`src/rtl/forwarding_scoreboard_if.sv`:
```
// ID-stage request and EX-side forwarding response bundle for forwarding_scoreboard.
// master = pipeline / bench side, slave = scoreboard side.
interface forwarding_scoreboard_if #(
    parameter int NUM_SRC = 2,
    parameter int REG_W   = 5,
    parameter int LAT_W   = 2,
    parameter int SEL_W   = 2
);
    logic                       id_valid;
    logic [NUM_SRC*REG_W-1:0]   id_rs;
    logic [NUM_SRC-1:0]         id_rs_used;
    logic [REG_W-1:0]           id_rd;
    logic                       id_we;
    logic [LAT_W-1:0]           id_lat;
    logic                       flush;
    logic                       stall;
    logic [NUM_SRC*SEL_W-1:0]   ex_fwd_sel;
    logic [31:0]                stall_count;

    modport master (
        output id_valid, id_rs, id_rs_used, id_rd, id_we, id_lat, flush,
        input  stall, ex_fwd_sel, stall_count
    );

    modport slave (
        input  id_valid, id_rs, id_rs_used, id_rd, id_we, id_lat, flush,
        output stall, ex_fwd_sel, stall_count
    );
endinterface

```
`src/rtl/forwarding_scoreboard.sv`:
```
// Latency-aware forwarding scoreboard at the ID/EX boundary: tracks in-flight writers,
// raises the ID stall and registers a per-source forward select for EX.
module forwarding_scoreboard #(
    parameter int NUM_SRC        = 2,
    parameter int REG_W          = 5,
    parameter int FORWARD_STAGES = 3,
    parameter int LAT_W          = 2,
    parameter int SEL_W          = 2
) (
    input logic                    clk,
    input logic                    rst,
    forwarding_scoreboard_if.slave bus
);

    function automatic logic [LAT_W-1:0] sat_dec(input logic [LAT_W-1:0] v);
        return (v == '0) ? '0 : v - LAT_W'(1);
    endfunction

    function automatic logic [31:0] sat_inc(input logic [31:0] v);
        return (v == 32'hFFFF_FFFF) ? v : v + 32'd1;
    endfunction

    // In-flight writer records, position 0 = instruction currently in EX
    logic [FORWARD_STAGES-1:0] vld_p;
    logic [REG_W-1:0]          rd_p  [FORWARD_STAGES];
    logic [LAT_W-1:0]          rem_p [FORWARD_STAGES];

    logic [NUM_SRC*SEL_W-1:0]  sel_p1;
    logic [31:0]               cnt;

    logic [NUM_SRC-1:0]        busy;
    logic [SEL_W-1:0]          win_sel [NUM_SRC];
    logic                      stall;
    logic                      issue;
    logic                      ins_vld;

    // Scanning oldest to youngest lets the youngest match overwrite older ones
    always_comb begin
        busy = '0;
        for (int k = 0; k < NUM_SRC; k++) begin
            win_sel[k] = '0;
            for (int p = FORWARD_STAGES - 1; p >= 0; p--) begin
                if (bus.id_valid && bus.id_rs_used[k] && vld_p[p] &&
                    (rd_p[p] == bus.id_rs[k*REG_W +: REG_W]) &&
                    (bus.id_rs[k*REG_W +: REG_W] != '0)) begin
                    busy[k]    = (rem_p[p] != '0);
                    win_sel[k] = SEL_W'(p + 1);
                end
            end
        end
    end

    assign stall   = (|busy) & ~bus.flush & ~rst;
    assign issue   = bus.id_valid & ~stall & ~bus.flush;
    assign ins_vld = issue & bus.id_we & (bus.id_rd != '0);

    // ---- stage boundary: ID -> EX (control state) ----
    always_ff @(posedge clk) begin
        if (rst) begin
            vld_p  <= '0;
            sel_p1 <= '0;
            cnt    <= '0;
        end else begin
            vld_p <= {vld_p[FORWARD_STAGES-2:0], ins_vld};
            for (int k = 0; k < NUM_SRC; k++) begin
                sel_p1[k*SEL_W +: SEL_W] <= issue ? win_sel[k] : '0;
            end
            if (stall) begin
                cnt <= sat_inc(cnt);
            end
        end
    end

    // ---- stage boundary: record payload shift, qualified by vld_p ----
    always_ff @(posedge clk) begin
        rd_p[0]  <= bus.id_rd;
        rem_p[0] <= bus.id_lat;
        for (int p = 1; p < FORWARD_STAGES; p++) begin
            rd_p[p]  <= rd_p[p-1];
            rem_p[p] <= sat_dec(rem_p[p-1]);
        end
    end

    assign bus.stall       = stall;
    assign bus.ex_fwd_sel  = sel_p1;
    assign bus.stall_count = cnt;

endmodule

```
`src/flat_wrapper.sv`:
```
// flat-port wrapper written by rule: the top's interface ports become plain ports
module forwarding_scoreboard_flat 
#(
    parameter int NUM_SRC        = 2,
    parameter int REG_W          = 5,
    parameter int FORWARD_STAGES = 3,
    parameter int LAT_W          = 2,
    parameter int SEL_W          = 2
)
  (clk, rst, bus_id_valid, bus_id_rs, bus_id_rs_used, bus_id_rd, bus_id_we, bus_id_lat, bus_flush, bus_stall, bus_ex_fwd_sel, bus_stall_count);
  forwarding_scoreboard_if #(.NUM_SRC(NUM_SRC), .REG_W(REG_W), .LAT_W(LAT_W), .SEL_W(SEL_W)) bus_i ();
  input logic clk;
  input logic rst;
  input wire logic [$bits(bus_i.id_valid)-1:0] bus_id_valid;
  input wire logic [$bits(bus_i.id_rs)-1:0] bus_id_rs;
  input wire logic [$bits(bus_i.id_rs_used)-1:0] bus_id_rs_used;
  input wire logic [$bits(bus_i.id_rd)-1:0] bus_id_rd;
  input wire logic [$bits(bus_i.id_we)-1:0] bus_id_we;
  input wire logic [$bits(bus_i.id_lat)-1:0] bus_id_lat;
  input wire logic [$bits(bus_i.flush)-1:0] bus_flush;
  output wire logic [$bits(bus_i.stall)-1:0] bus_stall;
  output wire logic [$bits(bus_i.ex_fwd_sel)-1:0] bus_ex_fwd_sel;
  output wire logic [$bits(bus_i.stall_count)-1:0] bus_stall_count;
  assign bus_i.id_valid = bus_id_valid;
  assign bus_i.id_rs = bus_id_rs;
  assign bus_i.id_rs_used = bus_id_rs_used;
  assign bus_i.id_rd = bus_id_rd;
  assign bus_i.id_we = bus_id_we;
  assign bus_i.id_lat = bus_id_lat;
  assign bus_i.flush = bus_flush;
  assign bus_stall = bus_i.stall;
  assign bus_ex_fwd_sel = bus_i.ex_fwd_sel;
  assign bus_stall_count = bus_i.stall_count;
  forwarding_scoreboard #(.NUM_SRC(NUM_SRC), .REG_W(REG_W), .FORWARD_STAGES(FORWARD_STAGES), .LAT_W(LAT_W), .SEL_W(SEL_W)) u_core (.clk(clk), .rst(rst), .bus(bus_i));
endmodule
```
`config.mk`:
```
export PLATFORM = sky130hd
export DESIGN_NAME = forwarding_scoreboard_flat
export DESIGN_NICKNAME = d
export VERILOG_FILES = /design/src/rtl/forwarding_scoreboard_if.sv /design/src/rtl/forwarding_scoreboard.sv /design/src/flat_wrapper.sv
export SDC_FILE = /design/constraint.sdc
export NUM_CORES = 1
export LEC_CHECK = 0
export CORE_MARGIN = 1
export CORE_UTILIZATION = 30
export CTS_BUF_LIST = sky130_fd_sc_hd__clkbuf_4 sky130_fd_sc_hd__clkbuf_8
export CTS_CLUSTER_SIZE = 24
export DETAILED_ROUTE_END_ITERATION = 10
export PLACE_DENSITY_LB_ADDON = 0.25
export SYNTH_ARGS = -nofsm -noshare
export SYNTH_HDL_FRONTEND = slang
export SYNTH_SLANG_ARGS = --single-unit
```
`constraint.sdc`:
```
create_clock -name clk -period 5.31 [get_ports clk]
set_input_delay 1.062 -clock clk [delete_from_list [all_inputs] [get_ports clk]]
set_output_delay 1.062 -clock clk [all_outputs]
set_load 0.02 [all_outputs]
```
== Yosys cells after proc, flatten, opt, wreduce, memory -nomap -nowiden ==
Memories as Yosys holds them, arrays and structs flattened.
Index checks and enable logic that the tools add are counted.
Word-level totals
  register bits after elaboration: 39
  memory bits (writable): 21
  bits of input ports: 24
  output and inout bits: 37
  word-level logic and storage cells: 75
  memories: 2
Operators by class
  add/sub/neg operators: 3
  eq/ne operators: 7
  multiplexer cells: 14
  bitwise operators: 11
  reduce and logical (&&, ||, !) cells: 33
Memory list
  u_core.rd_p: words 3, bits a word 5, rd ports 3, clocked after Yosys merged registers in 0, write ports 3, line forwarding_scoreboard.sv:25  | logic [REG_W-1:0] rd_p [FORWARD_STAGES];
  u_core.rem_p: words 3, bits a word 2, rd ports 3, clocked after Yosys merged registers in 0, write ports 3, line forwarding_scoreboard.sv:26  | logic [LAT_W-1:0] rem_p [FORWARD_STAGES];
Operators with widths (count)
  $add 32x1->32 const B: 1
  $eq 32x32->1 const B: 1
  $eq 5x5->1: 6
  $logic_and 1x1->1: 20
  $reduce_bool 5->1: 3
  $mux 2: 6
  $mux 1: 8
  $and 1x1->1: 6
  $reduce_bool 2->1: 3
  $reduce_or 3->1: 2
  $not 1->1: 5
  $logic_not 2->1: 2
  $reduce_or 2->1: 2
  $sub 2x1->2 const B: 2
  $reduce_and 2->1: 1

== Longest topological paths before layout ==
Gate-level depths: netlist of the first run.
  depth after elaboration: 15
  gate-level depth with buffers: 11
  gate-level depth less buffers: 9

== Worst setup path before layout of the first run ==
No wires, ideal clock.
  path kind: in2out
  from: input bus_id_rs[3]
  to: output bus_stall
  data arrival time: 2.947 ns
  required time: 4.248 ns
  slack: 1.301 ns
  stages: 8
  buffers on the path: 1
  path through: xor2_1 > nor4_1 > nand4b_1 > or4_4 > o311ai_2 > nor2_4 > clkbuf_1 > nor3_1
Between the ends
  word-level cells in the longest chain between the ends: 9
  elaborated cells between the ends (all ways): 16
  classes of those cells: eq/ne (3); mux (3); bitwise (2); reduce/logical (8)
RTL lines
  start: declaration: line flat_wrapper.sv:15  | input wire logic [$bits(bus_i.id_rs)-1:0] bus_id_rs;
  $eq 5x5->1: line forwarding_scoreboard.sv:44  | (rd_p[p] == bus.id_rs[k*REG_W +: REG_W]) &&
  $logic_and 1x1->1: line forwarding_scoreboard.sv:43  | if (bus.id_valid && bus.id_rs_used[k] && vld_p[p] &&
  $logic_and 1x1->1: line forwarding_scoreboard.sv:44
  $mux 1 (2 in series): line forwarding_scoreboard.sv:43
  $mux 1 *: line forwarding_scoreboard.sv:43
  $reduce_or 2->1 *: line forwarding_scoreboard.sv:53  | assign stall = (|busy) & ~bus.flush & ~rst;
  $and 1x1->1 * (2 in series): line forwarding_scoreboard.sv:53
  end: declaration: line flat_wrapper.sv:21  | output wire logic [$bits(bus_i.stall)-1:0] bus_stall;
Mark *: on every way between the ends. The rest lies on a longest branch, timed or not.

== Final worst setup path of the first run ==
  from: input bus_id_rs[1]
  to: output bus_stall
The elaborated chain is that of the path after synthesis.

==> flow_summary.ini, run 1 <==
[outcome]
status = finished, violations left
violations = DRC

[yosys]
synth_edf_count = 0
yosys_register_bits = 60
yosysWarnings = 0
synth_top_area_share_pct = 42.6
seq_area_frac_synth_pct = 42.6
synthFlopType = dfxtp_1
synthTopCellsByArea = dfxtp_1 (43%), xor2_1 (5.3%), xnor2_1 (4.3%)
synth_area_leader_cell = dfxtp_1
async_reset_ff_share_pct = 0
synth.distinct_cells = 48
synth_area_sq_um = 2820
syn_nets = 342
avgSynthCellArea_sq_um = 8.95
netlist_instances = 315

[detailed_routing]
wl_met3_um = 303
met1Wirelength_mm = 3.14
drc = 2
drt_iter0_drc = 55
drt_wl_total_mm = 6.89
num_vias = 2530
dr.pass1.iters = 7
highest_layer = met4
routedWlPerCell_um = 13.9
vias_per_cell = 5.11
final_antenna_net_count = 0
routed-wl-met2_mm = 3.36

[min_path]
hold_path.class = flop to flop
min-delay-start = u_core.rd_p[0][2]

[sta]
max_freq_mhz = 209
worst_slew_pin_slew_ns = 0.813
slew_viol_final = 0
min_period_over_period_pct = 90.3
finalSetupViolCount = 0
fin_hold_ws_ns = 0.386
timing_hold_violations_final = 0
rsz0062_at_grt = no
setup_tns_ns = 0
fin_crit_ns = 4.79
fin_worst_skew_ns = 0.00975
max_slew_margin_pct = 45.3

[clock_tree]
cts_buffer_depth = 2
path_clk_slew_ns = 0.07
postCtsHoldBufs = 0
root_buffer = clkbuf_8
cts_tree = yes
clock-sinks = 60
post_cts_buffers = 0
htreeDepth = 3
clk_latency_ns = 0.34
ctsResizeCount = 0
numCtsBuffers = 9

[die]
core_area_sq_um = 9150
start_util_pct = 30.8
die_h_um = 99.0
die_w_um = 99.0
dieArea_sq_um = 9790
std_cell_rows = 35
io_pins = 61

[critical_path]
critPathKind = primary input to output pin
critPathMaxFanout = 4
start_kind = primary input
startpoint = bus_id_rs[1]
cp.required_ns = 4.25
end_kind = output pin
r2r_start = u_core.bus.stall_count[17]
cp.arrival_ns = 3.73

[finish]
seqCellArea_sq_um = 1200
final_layout_size_suffix_gt1_share_pct = 7.81
fillCellCount = 925
multi_input_area_sq_um = 1530
num_antenna_cells = 0
utilization_pct = 41.3
fin_area_sq_um = 3780
nNetsFinal = 406
final_cell_mix = clkdlybuf4s50_1 (60), dfxtp_1 (60), a21oi_1 (22)
syn2layout_area_growth_pct = 34.0

[flow_run]
cap_viol_max_count = 0

[power]
p_leak_nw = 1.28
powerDensity_nw_per_um2 = 268
peakVddDrop_v = 0.000138
finalPower_w = 0.00101

[global_routing]
antenna_found_initial = 0
grtUsageTotal_pct = 15.1
grt_pass1_wl_mm = 11.6
grt_pass1_vias = 2451
grt-ovfl-total = 0
grt_max_degree = 39

[place]
post_dp_cell_area_sq_um = 3540
io_buffers = 60
place.gp.congestion = 0.844
hpwlAfterDp_mm = 5.10
critical path: stages:
cell,delay (ns)
clkdlybuf4s50_1,0.51
or4_1,0.57
o211ai_1,0.25
and4b_1,0.26
o21bai_1,0.16
o311ai_2,0.17
nor2_4,0.14
nor3_1,0.05
clkdlybuf4s50_1,0.55
layer usage:
layer / GRT usage, % / vias to the layer above
met5: 0 / -
met4: 4.36 / 0
met3: 4.75 / 9
met2: 25.7 / 61
met1: 18.1 / 1174
li1: - / 1286
synth_stat cells, types with 5 or more instances:
cell type	number
nor4_1	9
nand4_1	11
a21oi_1	22
nand3_1	11
dfxtp_1	60
nand2_1	16
or3_1	18
or4_1	11
and3_1	7
o21ai_1	10
o21ai_0	7
inv_1	11
clkbuf_1	8
nor2b_1	7
o31ai_1	5
nor3_1	7
xor2_1	17
xnor2_1	14
nor2_1	21
path summary, 6_finish.rpt:
check,endpoint,slack (ns),depth (start not counted)
worst max-delay path,bus_stall,0.52,9
worst min-delay path,u_core.rd_p[0][7],0.39,0
worst max register to register,u_core.bus.stall_count[9],2.42,9
worst min register to register,u_core.rd_p[0][7],0.39,0
state kept, by name (all words and copies together), names as in the netlist:
register,cells
u_core.bus.ex_fwd_sel,4
u_core.vld_p,3
u_core.rem_p,6
u_core.rd_p,15
u_core.bus.stall_count,32
power by group:
group / switching, W / internal, W / total, W
logic: 0.0000300 / 0.0000332 / 0.0000632
clock network: 0.000181 / 0.000301 / 0.000482
registers: 0.00000790 / 0.000461 / 0.000469
metrics by stage:
step                      std cells  worst slack, ns
after floorplan                 315             1.30
after global routing            495            0.338
after detailed placement        479            0.498
final                           495            0.517
after global placement          479            0.540
after CTS                       495            0.499
logic make-up after synthesis:
group / count (synthesis) / synth area share (%)
simple gates: 130 / 26.4
xor+xnor: 31 / 9.63
flops: 60 / 42.6
compound gates: 64 / 14.7
buf+inv: 22 / 3.24
fa+ha+maj: 3 / 1.33
mux: 5 / 2.08
layout make-up:
type	instances	area share [%]
well taps	111	3.67
flip-flops and latches	60	31.8
clock inverters	4	1.85
repair buffers	64	16.7
multi-input cells	233	40.5
inverters	11	1.09
clock buffers	12	4.37
(Power assumes the default switching activity.)
==> run 2, diff against run 1 <==
Settings changed: CORE_UTILIZATION 30 to 52.
Clock period 5.31 ns to 4.6 ns, I/O delays scaled along.
==> run 2 against run 1 <==
Largest cell class unchanged; hold slack better by 0.0019 ns; register-to-register slack worse by 0.70 ns; sequential cell count stayed put; the flow now finishes without violations; power is 6.8% higher; global-route usage is 8.0 points higher; sequential power is 15% higher; sequential share of layout area is 0.75 points higher; clock power is 3% lower.
==> flow_summary.ini, run 2 (same netlist as run 1, synthesis figures left out) <==
[critical_path]
critPathMaxFanout = 4
cp_cell_sequence = clkdlybuf4s50_1, or4_1, o211ai_1, and4b_1, o21bai_1, o311ai_2, nor2_4, nor3_1, dlymetal6s2s_1
cp.required_ns = 3.68
end_kind = output pin
cp.arrival_ns = 3.22
timing.rr.end = u_core.bus.stall_count[15]
r2r_start = u_core.rd_p[0][13]
max_stage_delay_ns = 0.55
critPathKind = primary input to output pin
start_kind = primary input
worst-path-buf-inv = 2
regToRegSetupSlack_ns = 1.72
cpLargestDelayFamily = simple AND/OR/NAND/NOR gates
cp_slowest_cell = or4_1
reg2reg_depth = 9

[outcome]
status = complete, no violations

[clock_tree]
clk_latency_ns = 0.34
root_buffer = clkbuf_8
postCtsHoldBufs = 0
cts_buffer_depth = 2
numCtsBuffers = 9
clock-sinks = 60
htreeDepth = 3
path_clk_slew_ns = 0.08
cts_tree = yes

[power]
p_leak_nw = 1.27
powerDensity_nw_per_um2 = 293
finalPower_w = 0.00108
peakVddDrop_v = 0.000222

[global_routing]
grt_pass1_vias = 2117
grtUsageTotal_pct = 23.1
grt_max_degree = 38
grt_pass1_wl_mm = 9.72
antenna_found_initial = 0
grt-ovfl-total = 0

[place]
place.gp.congestion = 0.877
io_buffers = 60
hpwlAfterDp_mm = 4.64
dpl_worst_slack_ns = 0.113
post_dp_cell_area_sq_um = 3490

[min_path]
hold_path.class = flop to flop
worstHoldEndpoint = u_core.rd_p[0][10]
min-delay-start = u_core.rd_p[0][5]
hold_depth = 0

[die]
io_pins = 61
std_cell_rows = 26
die_h_um = 75.6
core_area_sq_um = 5170
die_w_um = 75.6
start_util_pct = 54.5
dieArea_sq_um = 5720

[finish]
layout_commonest_cell = dfxtp_1
largest_register_ffs = 32
final_layout_size_suffix_gt1_share_pct = 7.81
num_antenna_cells = 0
fin_area_sq_um = 3690
nNetsFinal = 406
final_cell_mix = dfxtp_1 (60), clkdlybuf4s50_1 (59), a21oi_1 (22)
syn2layout_area_growth_pct = 30.9

[detailed_routing]
drc = 0
num_vias = 2562
routedWlPerCell_um = 13.9
drt_wl_total_mm = 6.33
final_antenna_net_count = 0
drt_iter0_drc = 166
vias_per_cell = 5.64
dr.pass1.iters = 4

[sta]
finalSetupViolCount = 0
max_freq_mhz = 242
fin_crit_ns = 4.14
min_period_over_period_pct = 90.0
worst_slew_pin_slew_ns = 0.721
timing_hold_violations_final = 0
finalWorstSetupSlack_ns = 0.461
setup_tns_ns = 0
fin_worst_skew_ns = 0.0135
slew_viol_final = 0
rsz0062_at_grt = no
max_slew_margin_pct = 51.5

[flow_run]
cap_viol_max_count = 0
[run 2: changes by cell type in the layout (fill, tap and decap cells not counted)]
cell,change
clkbuf_8,-3
clkinv_4,+2
bufinv_16,-1
clkbuf_4,+1
clkdlybuf4s50_1,-1
clkinvlp_4,+1
dlymetal6s2s_1,+1
[run 2: power by group]
| group | internal (W) | switching [W] |
|---|---|---|
| sequential | 0.000532 | 0.00000928 |
| combinational | 0.0000382 | 0.0000342 |
| clock | 0.000256 | 0.000214 |
| total | 0.000826 | 0.000257 |
[run 2: worst max path at each step]
stage / from / end / slack (ns) / depth (start not counted)
after floorplan: bus_id_rs[3] / bus_stall / 0.88 / 8
after CTS: bus_id_rs[2] / bus_stall / 0.12 / 9
after global routing: bus_id_rs[7] / bus_stall / 0.30 / 9
final: bus_id_rs[1] / bus_stall / 0.46 / 9
after global placement: bus_id_rs[3] / bus_stall / 0.15 / 9
after detailed placement: bus_id_rs[2] / bus_stall / 0.11 / 9
[run 2: layer usage]
metal  routed length [um]  GRT usage [%]  share of wire, %  up-vias
li1                     -              -                 -     1289
met1                 3020           30.9                48     1202
met2                 2960           35.1                47       64
met3                  271           6.48               4.3        7
met4                   72           9.26               1.1        0
met5                    0              0                 0        -
[run 2: cell type report]
type,count,area (sq um)
clock buffer,10,131
tap,70,87.6
multi-input combinational,233,1530
timing repair buffer,64,633
sequential,60,1200
clock inverter,6,65.1
fill,408,1480
inverter,11,41.3
[run 2: worst reg2reg max path, stage by stage (launching register included)]
cell,delay (ns)
dfxtp_1,0.33
xor2_1,0.14
nor4_1,0.34
nand4b_1,0.19
or4_4,0.44
o311ai_2,0.14
nor2_4,0.07
buf_4,0.22
or4_4,0.59
mux2_4,0.31
[run 2: per-stage QoR]
| step | hold WS [ns] | instances | utilization, % |
|---|---|---|---|
| finish | 0.388 | 454 | 71.4 |
| global route | 0.395 | 454 | 71.4 |
| CTS | 0.393 | 454 | 71.3 |
| detailed placement | 0.383 | 438 | 67.5 |
| global placement | 0.382 | 438 | 67.5 |
| floorplan | 0.373 | 315 | - |
[run 2: repair_timing]
action	in CTS	in global routing
endpoints found under the hold margin	0	0
setup buffers	0	0
endpoints found under the setup margin	0	1
gates resized for setup	0	1
